$ cat src/rtl/scalar_issue_scheduler_pkg.sv
// Shared opcodes, unit codes, latencies and bundle types for the
// scalar issue scheduler and its write-back timing chain.
package scalar_issue_scheduler_pkg;

    localparam logic [6:0] OP_SMASKR = 7'o042;
    localparam logic [6:0] OP_SMASKL = 7'o043;
    localparam logic [6:0] OP_SAND   = 7'o044;
    localparam logic [6:0] OP_SANDC  = 7'o045;
    localparam logic [6:0] OP_SOR    = 7'o046;
    localparam logic [6:0] OP_SXOR   = 7'o047;
    localparam logic [6:0] OP_SMERGE = 7'o050;
    localparam logic [6:0] OP_SEQV   = 7'o051;
    localparam logic [6:0] OP_SSHL   = 7'o054;
    localparam logic [6:0] OP_SSHR   = 7'o055;
    localparam logic [6:0] OP_SDSHL  = 7'o056;
    localparam logic [6:0] OP_SDSHR  = 7'o057;
    localparam logic [6:0] OP_SADD   = 7'o060;
    localparam logic [6:0] OP_SADD1  = 7'o061;

    localparam logic [1:0] UNIT_LOG = 2'd0;
    localparam logic [1:0] UNIT_SHF = 2'd1;
    localparam logic [1:0] UNIT_ADD = 2'd2;

    localparam int DEF_LAT_LOGICAL = 1;
    localparam int DEF_LAT_SHIFT   = 2;
    localparam int DEF_LAT_DSHIFT  = 3;
    localparam int DEF_LAT_ADD     = 3;
    localparam int DEF_MAX_LAT     = 4;

    // Latency class; the scheduler maps it onto its LAT_* parameters.
    localparam logic [1:0] LC_LOG  = 2'd0;
    localparam logic [1:0] LC_SHF  = 2'd1;
    localparam logic [1:0] LC_DSHF = 2'd2;
    localparam logic [1:0] LC_ADD  = 2'd3;

    typedef struct packed {
        logic       v;
        logic [2:0] i;
        logic [1:0] unit;
    } wb_slot_t;

    typedef struct packed {
        logic       claimed;
        logic [1:0] unit;
        logic [1:0] lcls;
        logic       rd_i;
        logic       rd_j;
        logic       rd_k;
    } dec_t;

    // j=0 / k=0 select constants, so they never take part in hazards.
    function automatic dec_t decode(input logic [6:0] op,
                                    input logic [2:0] j,
                                    input logic [2:0] k);
        dec_t d;
        d = '0;
        unique case (op)
            OP_SMASKR, OP_SMASKL: begin
                d.claimed = 1'b1;
                d.unit    = UNIT_LOG;
                d.lcls    = LC_LOG;
            end
            OP_SAND, OP_SANDC, OP_SOR, OP_SXOR, OP_SEQV: begin
                d.claimed = 1'b1;
                d.unit    = UNIT_LOG;
                d.lcls    = LC_LOG;
                d.rd_j    = (j != 3'd0);
                d.rd_k    = (k != 3'd0);
            end
            OP_SMERGE: begin
                d.claimed = 1'b1;
                d.unit    = UNIT_LOG;
                d.lcls    = LC_LOG;
                d.rd_i    = 1'b1;
                d.rd_j    = (j != 3'd0);
                d.rd_k    = (k != 3'd0);
            end
            OP_SSHL, OP_SSHR: begin
                d.claimed = 1'b1;
                d.unit    = UNIT_SHF;
                d.lcls    = LC_SHF;
                d.rd_i    = 1'b1;
            end
            OP_SDSHL, OP_SDSHR: begin
                d.claimed = 1'b1;
                d.unit    = UNIT_SHF;
                d.lcls    = LC_DSHF;
                d.rd_i    = 1'b1;
                d.rd_j    = (j != 3'd0);
            end
            OP_SADD, OP_SADD1: begin
                d.claimed = 1'b1;
                d.unit    = UNIT_ADD;
                d.lcls    = LC_ADD;
                d.rd_j    = (j != 3'd0);
                d.rd_k    = (k != 3'd0);
            end
            default: ;
        endcase
        return d;
    endfunction

endpackage

$ cat src/rtl/scalar_issue_scheduler_if.sv
// Issue handshake between the instruction buffer (master) and the
// scalar issue scheduler (slave): opcode, designators, valid/ready.
interface scalar_issue_scheduler_if;

    logic       i_issue_valid;
    logic [6:0] i_instr;
    logic [2:0] i_i;
    logic [2:0] i_j;
    logic [2:0] i_k;
    logic       o_issue_ready;

    modport master (
        output i_issue_valid, i_instr, i_i, i_j, i_k,
        input  o_issue_ready
    );

    modport slave (
        input  i_issue_valid, i_instr, i_i, i_j, i_k,
        output o_issue_ready
    );

endinterface

$ cat src/rtl/scalar_wb_chain.sv
// Write-port timing chain: DEPTH slots shifting toward slot 0 each edge.
// Ports: clk, rst, ins_en/ins_idx/ins_slot (insert), slot_v (occupancy), head (slot 0).
module scalar_wb_chain
    import scalar_issue_scheduler_pkg::*;
#(
    parameter int DEPTH = DEF_MAX_LAT,
    parameter int IW    = (DEPTH > 1) ? $clog2(DEPTH) : 1
) (
    input  logic             clk,
    input  logic             rst,
    input  logic             ins_en,
    input  logic [IW-1:0]    ins_idx,
    input  wb_slot_t         ins_slot,
    output logic [DEPTH-1:0] slot_v,
    output wb_slot_t         head
);

    wb_slot_t slots [DEPTH];

    // Insert is applied after the shift; the caller's port check
    // guarantees the shifted-in entry at ins_idx is empty.
    always_ff @(posedge clk) begin
        if (rst) begin
            for (int n = 0; n < DEPTH; n++) begin
                slots[n] <= '0;
            end
        end else begin
            for (int n = 0; n < DEPTH - 1; n++) begin
                slots[n] <= slots[n+1];
            end
            slots[DEPTH-1] <= '0;
            if (ins_en) begin
                slots[ins_idx] <= ins_slot;
            end
        end
    end

    always_comb begin
        slot_v = '0;
        for (int n = 0; n < DEPTH; n++) begin
            slot_v[n] = slots[n].v;
        end
    end

    assign head = slots[0];

endmodule

$ cat src/rtl/scalar_issue_scheduler.sv
// Issue sequencer for scalar logical/shift/add units with S-register
// reservation bits and a write-port timing chain.
// Ports: clk, rst, iss (issue handshake), i_ext_busy, o_stall_src/dst/port,
//        o_fu_go {add,shift,logical}, o_illegal, o_wb_valid/i/unit, o_busy.
module scalar_issue_scheduler
    import scalar_issue_scheduler_pkg::*;
#(
    parameter int LAT_LOGICAL = DEF_LAT_LOGICAL,
    parameter int LAT_SHIFT   = DEF_LAT_SHIFT,
    parameter int LAT_DSHIFT  = DEF_LAT_DSHIFT,
    parameter int LAT_ADD     = DEF_LAT_ADD,
    parameter int MAX_LAT     = DEF_MAX_LAT
) (
    input  logic                      clk,
    input  logic                      rst,
    scalar_issue_scheduler_if.slave   iss,
    input  logic [7:0]                i_ext_busy,
    output logic                      o_stall_src,
    output logic                      o_stall_dst,
    output logic                      o_stall_port,
    output logic [2:0]                o_fu_go,
    output logic                      o_illegal,
    output logic                      o_wb_valid,
    output logic [2:0]                o_wb_i,
    output logic [1:0]                o_wb_unit,
    output logic [7:0]                o_busy
);

    localparam int LW = $clog2(MAX_LAT + 1);
    localparam int IW = (MAX_LAT > 1) ? $clog2(MAX_LAT) : 1;

    dec_t              dec;
    logic [LW-1:0]     lat;
    logic [7:0]        busy_q;
    logic [7:0]        res;
    logic [MAX_LAT-1:0] slot_v;
    logic [MAX_LAT:0]  slot_vx;
    wb_slot_t          head;
    wb_slot_t          ins_slot;
    logic              src;
    logic              dst;
    logic              port;
    logic              fire;
    logic              go;
    logic [7:0]        set_mask;
    logic [7:0]        clr_mask;

    assign dec = decode(iss.i_instr, iss.i_j, iss.i_k);

    always_comb begin
        lat = LW'(LAT_LOGICAL);
        unique case (dec.lcls)
            LC_SHF:  lat = LW'(LAT_SHIFT);
            LC_DSHF: lat = LW'(LAT_DSHIFT);
            LC_ADD:  lat = LW'(LAT_ADD);
            default: lat = LW'(LAT_LOGICAL);
        endcase
    end

    assign res = busy_q | i_ext_busy;

    // Top slot index MAX_LAT is never occupied.
    assign slot_vx = {1'b0, slot_v};

    assign src  = (dec.rd_i & res[iss.i_i])
                | (dec.rd_j & res[iss.i_j])
                | (dec.rd_k & res[iss.i_k]);
    assign dst  = dec.claimed & res[iss.i_i];
    assign port = dec.claimed & slot_vx[lat];

    assign o_stall_src  = src;
    assign o_stall_dst  = dst;
    assign o_stall_port = port;

    // Nothing may fire while reset is held.
    assign iss.o_issue_ready = !rst & !(src | dst | port);

    assign fire = iss.i_issue_valid & iss.o_issue_ready;
    assign go   = fire & dec.claimed;

    assign o_fu_go   = go ? (3'b001 << dec.unit) : 3'b000;
    assign o_illegal = fire & !dec.claimed;

    assign ins_slot.v    = 1'b1;
    assign ins_slot.i    = iss.i_i;
    assign ins_slot.unit = dec.unit;

    scalar_wb_chain #(
        .DEPTH (MAX_LAT),
        .IW    (IW)
    ) u_chain (
        .clk      (clk),
        .rst      (rst),
        .ins_en   (go),
        .ins_idx  (IW'(lat - LW'(1))),
        .ins_slot (ins_slot),
        .slot_v   (slot_v),
        .head     (head)
    );

    assign o_wb_valid = head.v & !rst;
    assign o_wb_i     = head.i;
    assign o_wb_unit  = head.unit;

    assign set_mask = go ? (8'b1 << iss.i_i) : 8'b0;
    assign clr_mask = o_wb_valid ? (8'b1 << head.i) : 8'b0;

    always_ff @(posedge clk) begin
        if (rst) begin
            busy_q <= '0;
        end else begin
            busy_q <= (busy_q & ~clr_mask) | set_mask;
        end
    end

    assign o_busy = busy_q;

endmodule

$ cat src/flat_wrapper.sv
// flat-port wrapper written by rule: the top's interface ports become plain ports
module scalar_issue_scheduler_flat import scalar_issue_scheduler_pkg::*;
#(
    parameter int LAT_LOGICAL = DEF_LAT_LOGICAL,
    parameter int LAT_SHIFT   = DEF_LAT_SHIFT,
    parameter int LAT_DSHIFT  = DEF_LAT_DSHIFT,
    parameter int LAT_ADD     = DEF_LAT_ADD,
    parameter int MAX_LAT     = DEF_MAX_LAT
)
  (clk, rst, i_ext_busy, o_stall_src, o_stall_dst, o_stall_port, o_fu_go, o_illegal, o_wb_valid, o_wb_i, o_wb_unit, o_busy, iss_i_issue_valid, iss_i_instr, iss_i_i, iss_i_j, iss_i_k, iss_o_issue_ready);
  scalar_issue_scheduler_if iss_i ();
  input  logic clk;
  input  logic rst;
  input  logic [7:0] i_ext_busy;
  output logic o_stall_src;
  output logic o_stall_dst;
  output logic o_stall_port;
  output logic [2:0] o_fu_go;
  output logic o_illegal;
  output logic o_wb_valid;
  output logic [2:0] o_wb_i;
  output logic [1:0] o_wb_unit;
  output logic [7:0] o_busy;
  input wire logic [$bits(iss_i.i_issue_valid)-1:0] iss_i_issue_valid;
  input wire logic [$bits(iss_i.i_instr)-1:0] iss_i_instr;
  input wire logic [$bits(iss_i.i_i)-1:0] iss_i_i;
  input wire logic [$bits(iss_i.i_j)-1:0] iss_i_j;
  input wire logic [$bits(iss_i.i_k)-1:0] iss_i_k;
  output wire logic [$bits(iss_i.o_issue_ready)-1:0] iss_o_issue_ready;
  assign iss_i.i_issue_valid = iss_i_issue_valid;
  assign iss_i.i_instr = iss_i_instr;
  assign iss_i.i_i = iss_i_i;
  assign iss_i.i_j = iss_i_j;
  assign iss_i.i_k = iss_i_k;
  assign iss_o_issue_ready = iss_i.o_issue_ready;
  scalar_issue_scheduler #(.LAT_LOGICAL(LAT_LOGICAL), .LAT_SHIFT(LAT_SHIFT), .LAT_DSHIFT(LAT_DSHIFT), .LAT_ADD(LAT_ADD), .MAX_LAT(MAX_LAT)) u_core (.clk(clk), .rst(rst), .iss(iss_i), .i_ext_busy(i_ext_busy), .o_stall_src(o_stall_src), .o_stall_dst(o_stall_dst), .o_stall_port(o_stall_port), .o_fu_go(o_fu_go), .o_illegal(o_illegal), .o_wb_valid(o_wb_valid), .o_wb_i(o_wb_i), .o_wb_unit(o_wb_unit), .o_busy(o_busy));
endmodule
$ cat config.mk
export PLATFORM = sky130hd
export DESIGN_NAME = scalar_issue_scheduler_flat
export DESIGN_NICKNAME = d
export VERILOG_FILES = /design/src/rtl/scalar_issue_scheduler_pkg.sv /design/src/rtl/scalar_issue_scheduler_if.sv /design/src/rtl/scalar_wb_chain.sv /design/src/rtl/scalar_issue_scheduler.sv /design/src/flat_wrapper.sv
export SDC_FILE = /design/constraint.sdc
export NUM_CORES = 1
export LEC_CHECK = 0
export ABC_AREA = 1
export BUFFER_PORTS_ARGS = -buffer_cell sky130_fd_sc_hd__buf_2
export CORE_UTILIZATION = 35
export CTS_CLUSTER_SIZE = 30
export DETAILED_ROUTE_END_ITERATION = 8
export SETUP_SLACK_MARGIN = 0.02
export SYNTH_ARGS = -nofsm -noshare
export SYNTH_HDL_FRONTEND = slang
export SYNTH_SLANG_ARGS = --single-unit
export TNS_END_PERCENT = 50
$ cat constraint.sdc
create_clock -name clk -period 2.1 [get_ports clk]
set_clock_uncertainty 0.15 [all_clocks]
set_input_delay 0.21 -clock clk [delete_from_list [all_inputs] [get_ports clk]]
set_output_delay 0.21 -clock clk [all_outputs]
set_load 0.01 [all_outputs]
# After elaboration in Yosys (flattened, before gate mapping)

Memory sizes are Yosys's and may differ from the RTL's.
Cells that the tools add are included.

Magnitude comparators: 4
Eq/ne operators: 17
Bitwise gates (word level): 22
$add $sub $neg: 1
Shifts and indexed selects: 3
Multiplexer cells: 26
Reductions and logical operators: 13

Operator list:

| kind                                                                   | count |
|---|---|
| 7-bit by 6-bit equality test with 1-bit output (second input constant) | 14 |
| 6-bit two-way mux                                                      | 4 |
| 5-bit one-hot mux with 4 select lines                                  | 1 |
| 8-bit two-way mux                                                      | 2 |
| 8-bit OR                                                               | 2 |
| 8-bit OR reduction                                                     | 2 |
| 1-bit by 3-bit << shifter with 8-bit output (first input constant)     | 2 |
| 1-bit two-way mux                                                      | 13 |
| 1-bit binary-select mux with 3-bit select                              | 4 |
| 3-bit by 4-bit < comparator with 1-bit output (second input constant)  | 3 |
| 1-bit bitwise AND                                                      | 10 |
| 10-bit OR reduction                                                    | 1 |
| 8-bit bitwise AND                                                      | 1 |
| 8-bit inverter                                                         | 1 |
| 1-bit OR                                                               | 8 |
| 2-bit OR reduction                                                     | 4 |
| 3-bit nonzero test                                                     | 2 |
| 5-bit OR reduction                                                     | 1 |
| 2-bit equality test (second input constant)                            | 2 |
| 2-bit by 4-bit < comparator with 1-bit output (second input constant)  | 1 |
| 2-bit one-hot mux with 2 select lines                                  | 1 |
| 1-bit zero test                                                        | 3 |
| 3-bit two-way mux                                                      | 1 |
| 1-bit by 2-bit << shifter with 3-bit output (first input constant)     | 1 |
| other kinds (2)                                                        | 2 |

Bits in writable memories: 24
Logic and storage cells: 88
Bits in registers: 8
Input port bits: 27
Memories: 1
Output and inout port bits: 22

Memory list:

| name                 | words | bits a word | rd ports | clocked after memory_dff | write ports | line                  | text |
|---|---|---|---|---|---|---|---|
| u_core.u_chain.slots | 4     | 6           | 4        | 0                        | 5           | scalar_wb_chain.sv:18 | `wb_slot_t slots [DEPTH];` |

# Logic depth before layout (Yosys ltp)

Depth in word-level cells: 17
Gate-level depth with buffers: 15
Gate-level depth less buffers: 15

# By module

Synthesis repeated with hierarchy kept, for this count alone.

Cell total of the unflattened synthesis: 334
Area total of the unflattened synthesis: 2,065.7 um^2

Modules (own cells, without submodules):

| module                 | cells an instance | area an instance (um^2) | sequential area each (um^2) | times used |
|---|---|---|---|---|
| scalar_issue_scheduler | 189               | 1,034.7                 | 160.2                       | 1 |
| scalar_wb_chain        | 145               | 1,031.0                 | 480.5                       | 1 |

# Worst setup path before layout

No wires, ideal clock.

Kind: input -> output
From: input iss_i_i[1]
To: output o_fu_go[2]
Setup slack: 254 ps
Data arrival time: 1,486 ps
Required time: 1,740 ps
Buffers on the path: 1
Stages on the path: 12
Cells stage by stage: buf_4 nor2_1 nand2_1 nand2_1 inv_1 nand3_1 nand2_1 nand2_1 nand3_2 inv_1 nand3_2 nor3_1

Cells in the longest elaborated chain, start to end: 12
Elaborated cells between the ends (all ways): 13
Those cells by class: 3 x mux; 9 x bitwise; 1 x reduce/logical

Ends and longest elaborated chain:

| what                                      | line                         | text |
|---|---|---|
| start, declared                           | flat_wrapper.sv:26           | `input wire logic [$bits(iss_i.i_i)-1:0] iss_i_i;` |
| 1-bit binary-select mux with 3-bit select | scalar_issue_scheduler.sv:65 | `assign src = (dec.rd_i & res[iss.i_i])` |
| 1-bit two-way mux (implied by the code)   | scalar_issue_scheduler.sv:65 |  |
| 1-bit bitwise AND                         | scalar_issue_scheduler.sv:65 |  |
| 1-bit OR                                  | scalar_issue_scheduler.sv:66 | `\| (dec.rd_j & res[iss.i_j])` |
| 1-bit OR                                  | scalar_issue_scheduler.sv:67 | `\| (dec.rd_k & res[iss.i_k]);` |
| via o_stall_src                           | flat_wrapper.sv:15           | `output logic o_stall_src;` |
| 1-bit OR (2 in series)                    | scalar_issue_scheduler.sv:76 | `assign iss.o_issue_ready = !rst & !(src \| dst \| port);` |
| 1-bit zero test                           | scalar_issue_scheduler.sv:76 |  |
| 1-bit bitwise AND                         | scalar_issue_scheduler.sv:76 |  |
| 1-bit bitwise AND                         | scalar_issue_scheduler.sv:78 | `assign fire = iss.i_issue_valid & iss.o_issue_ready;` |
| 1-bit bitwise AND                         | scalar_issue_scheduler.sv:79 | `assign go = fire & dec.claimed;` |
| 3-bit two-way mux                         | scalar_issue_scheduler.sv:81 | `assign o_fu_go = go ? (3'b001 << dec.unit) : 3'b000;` |
| end, declared                             | flat_wrapper.sv:18           | `output logic [2:0] o_fu_go;` |

The timed path passes the listed nets, and every way through them passes these cells. The select of a mux whose other input is x is not followed.

# Worst setup path in the final report

From: register u_core.busy_q[3], in the netlist u_core.o_busy[3]
To: output o_fu_go[0]

Cells in the longest elaborated chain, start to end: 13
Elaborated cells between the ends (all ways): 20
Those cells by class: 7 x mux; 12 x bitwise; 1 x reduce/logical

Ends and longest elaborated chain:

| what                                                         | line                                                                                     | text |
|---|---|---|
| start, declared                                              | scalar_issue_scheduler.sv:34                                                             | `logic [7:0] busy_q;` |
| start signal, assigned                                       | scalar_issue_scheduler.sv:112                                                            | `busy_q <= (busy_q & ~clr_mask) \| set_mask;` |
| 8-bit OR *                                                   | scalar_issue_scheduler.sv:60                                                             | `assign res = busy_q \| i_ext_busy;` |
| 1-bit binary-select mux with 3-bit select (on tied branches) | scalar_issue_scheduler.sv:65, scalar_issue_scheduler.sv:68, scalar_issue_scheduler.sv:66 |  |
| 1-bit two-way mux (on tied branches)                         | scalar_issue_scheduler.sv:65, scalar_issue_scheduler.sv:68, scalar_issue_scheduler.sv:66 |  |
| 1-bit bitwise AND (on tied branches)                         | scalar_issue_scheduler.sv:65, scalar_issue_scheduler.sv:66                               |  |
| 1-bit OR                                                     | scalar_issue_scheduler.sv:66                                                             |  |
| 1-bit OR                                                     | scalar_issue_scheduler.sv:67                                                             |  |
| 1-bit OR * (2 in series)                                     | scalar_issue_scheduler.sv:76                                                             |  |
| 1-bit zero test *                                            | scalar_issue_scheduler.sv:76                                                             |  |
| 1-bit bitwise AND *                                          | scalar_issue_scheduler.sv:76                                                             |  |
| 1-bit bitwise AND *                                          | scalar_issue_scheduler.sv:78                                                             |  |
| 1-bit bitwise AND *                                          | scalar_issue_scheduler.sv:79                                                             |  |
| 3-bit two-way mux *                                          | scalar_issue_scheduler.sv:81                                                             |  |

Mark *: on every way between the ends. The rest lies on a longest branch, timed or not. The select of a mux whose other input is x is not followed.

==> flow_summary.yaml <==
run_status:
  status: "complete, but fails checks"
  violations: "negative setup slack"
placed_design:
  globalplace.congestion: 0.800
  portBuffers: 48
  dp_hpwl_mm: 3.57
  postPlaceCellArea_sq_mm: 0.00221
  dp.cells: 409
routing:
  via_per_inst: 4.65
  first_pass_iters: 4
  routed_wl_mm: 4.72
  wl_per_cell_microns: 11.1
  drc: 0
  ant_nets: 0
  drtIter0Drc: 144
  via_count: 1980
floorplan:
  core_area_sq_mm: 0.00511
  num_rows: 26
  start_util_pct: 36.3
  die_h_microns: 74.8
  die-area_sq_mm: 0.00559
  io_pins: 49
  die_w_microns: 74.8
cts:
  cts_root_buf: "clkbuf_8"
  numClockSinks: 32
  cts_inserted_buffers: 5
  tritoncts: "built"
  clk_latency_ns: 0.29
  hold_buffers: 0
  clk_path_buf_depth: 2
  htree_levels: 2
  clk_pin_slew_worst_paths_ns: 0.06
timing:
  period_share_pct: 101
  setup_slack_ns: -0.0196
  max_freq_mhz: 472
  setup-tns-final_ns: -0.0393
  setup_viol: 3
  rsz0062_at_grt: "yes"
  finalHoldViolations: 0
  hold_ws_ns: 0.0877
  drv_slew: 0
  min_period_ns: 2.12
layout:
  area_delta_synth_final_pct: 35.1
  post-route-util_pct: 49.0
  nFillCells: 560
  nets: 383
  fin_cells: 426
  drive_gt1_share_pct: 36.2
  fin_area_sq_mm: 0.00250
  final_common_cell: "nand2_1"
  diodes: 0
  layout_common_cells: "nand2_1, buf_2, inv_1"
synthesis:
  synthTopCellsByArea: "dfxtp_1, nand2_1, inv_1, nor2_1, nand3_1"
  yosysTopAreaCell: "dfxtp_1"
  ys.flop_type: "dfxtp_1"
  synth_top_cell_area_share_pct: 34.6
  syn_inst: 286
  synth.distinct_cells: 26
  synthesis.area_sq_mm: 0.00185
  synth_seq_area_share_pct: 34.6
  syn_avg_cell_area_sq_um: 6.48
  ys.warnings.count: 0
  async_flop_share_pct: 0
  synth_edf_count: 0
  ys_ff_latch: 32
worst_setup_path:
  crit_type: "flop to output pin"
  required_ns: 1.74
  critPathSlowestCell: "dfxtp_2"
  endpoint_kind: "output pin"
  cpPeakStageDelay_ns: 0.33
  reg2reg_depth: 14
  worstPathArrival_ns: 1.76
  r2r_slack_ns: 0.12
  critPathMaxFanout: 3
  cp_cell_sequence: "nor2_1 -> buf_4 -> a21oi_1 -> nand3_1 -> nand2_2 -> a21oi_1 -> nand2_2 -> nor2_4 -> nand4_4 -> inv_2 -> buf_6"
  critPathLaunchType: "flop"
global_route:
  grt.overflow.total: 0
  grt_pass1_wl_mm: 7.84
  first_global_vias: 1774
  grt_max_degree: 13
  antenna_found_initial: 0
  grt_usage_pct: 18.7
job:
  maxCapViolCount: 0
pwr:
  ir_drop_mv: 0.339
  power_density_mw_per_mm2: 534
  leakage_nw: 1.34
min_path:
  holdCritPathClass: "primary input to flop"
  holdPathStages: 2
kinds of logic (layout without fill, tap and decap cells):
family,after synthesis,after routing,synth area share [%]
buffers and inverters,58,123,13.5
AOI/OAI and AO/OA,21,21,5.94
other,1,6,0.202
DFF,32,32,34.6
and+or+nand+nor,174,174,45.8
cell usage after synthesis, types with 3 or more instances:
library cell	instances
nand2_1	70
inv_1	43
nand3_1	32
nand4_1	9
clkbuf_1	3
dfxtp_1	32
a21oi_1	11
nor2_4	3
o21ai_0	8
nand3_2	3
nand2_2	4
nor2_1	43
buf_4	6
inv_2	3
worst paths after layout:
path / start / end
worst max-delay path: u_core.o_busy[3]$_SDFF_PP0_ / o_fu_go[0]
worst min-delay path: rst / u_core.o_busy[3]$_SDFF_PP0_
worst max register to register: u_core.o_busy[3]$_SDFF_PP0_ / u_core.u_chain.slots[0][4]$_DFF_P_
worst min register to register: u_core.u_chain.slots[2][0]$_DFF_P_ / u_core.u_chain.slots[1][0]$_DFF_P_
worst max-delay path, delay by kind of cell, from the launching register on:
family,cells,cell delay [ns]
flops,1,0.33
simple gates,6,0.62
buf+inv,3,0.31
compound gates,2,0.22
metrics by stage:
step / setup WS (ns) / total power, mW
floorplan: 0.254 / 0.791
global placement: 0.0874 / 0.868
detailed placement: 0.0661 / 0.869
CTS: -0.0450 / 1.32
global route: -0.127 / 1.41
finish: -0.0196 / 1.34
what timing repair did:
| item | in CTS | in global routing |
|---|---|---|
| gates resized for setup | 15 | 27 |
| pin swaps | 3 | 7 |
| setup endpoints to repair | 5 | 17 |
| buffers inserted | 4 | 6 |
report_power, final:
group / total (mW) / leakage, nW / switching (mW) / internal [mW]
Combinational: 0.263 / 1.03 / 0.157 / 0.106
Sequential: 0.637 / 0.265 / 0.00786 / 0.629
Clock: 0.437 / 0.0410 / 0.213 / 0.225
Total: 1.34 / 1.34 / 0.377 / 0.960
flip-flops by register name, summed over array words and instances (netlist names):
name	flops
u_core.o_busy	8
u_core.u_chain.slots	24
per-layer routing:
layer | global-route usage, % | part of all wire (%) | vias up | wire [microns]
met2 | 32.9 | 49 | 63 | 2310
met3 | 5.22 | 5.1 | 12 | 242
met5 | 0 | 0 | - | 0
li1 | - | - | 1024 | -
met4 | 5.66 | 1.5 | 0 | 70
met1 | 22.1 | 44 | 881 | 2100
area by class of cell:
cell class	instances	area, sq um	share of cell area [%]
timing repair buffer	70	423	16.9
clock inverter	1	5.00	0.200
multi-input combinational	201	1090	43.7
sequential	32	646	25.8
tap	70	87.6	3.50
clock buffer	6	72.6	2.90
inverter	46	175	7.00
(Power assumes the default switching activity.)
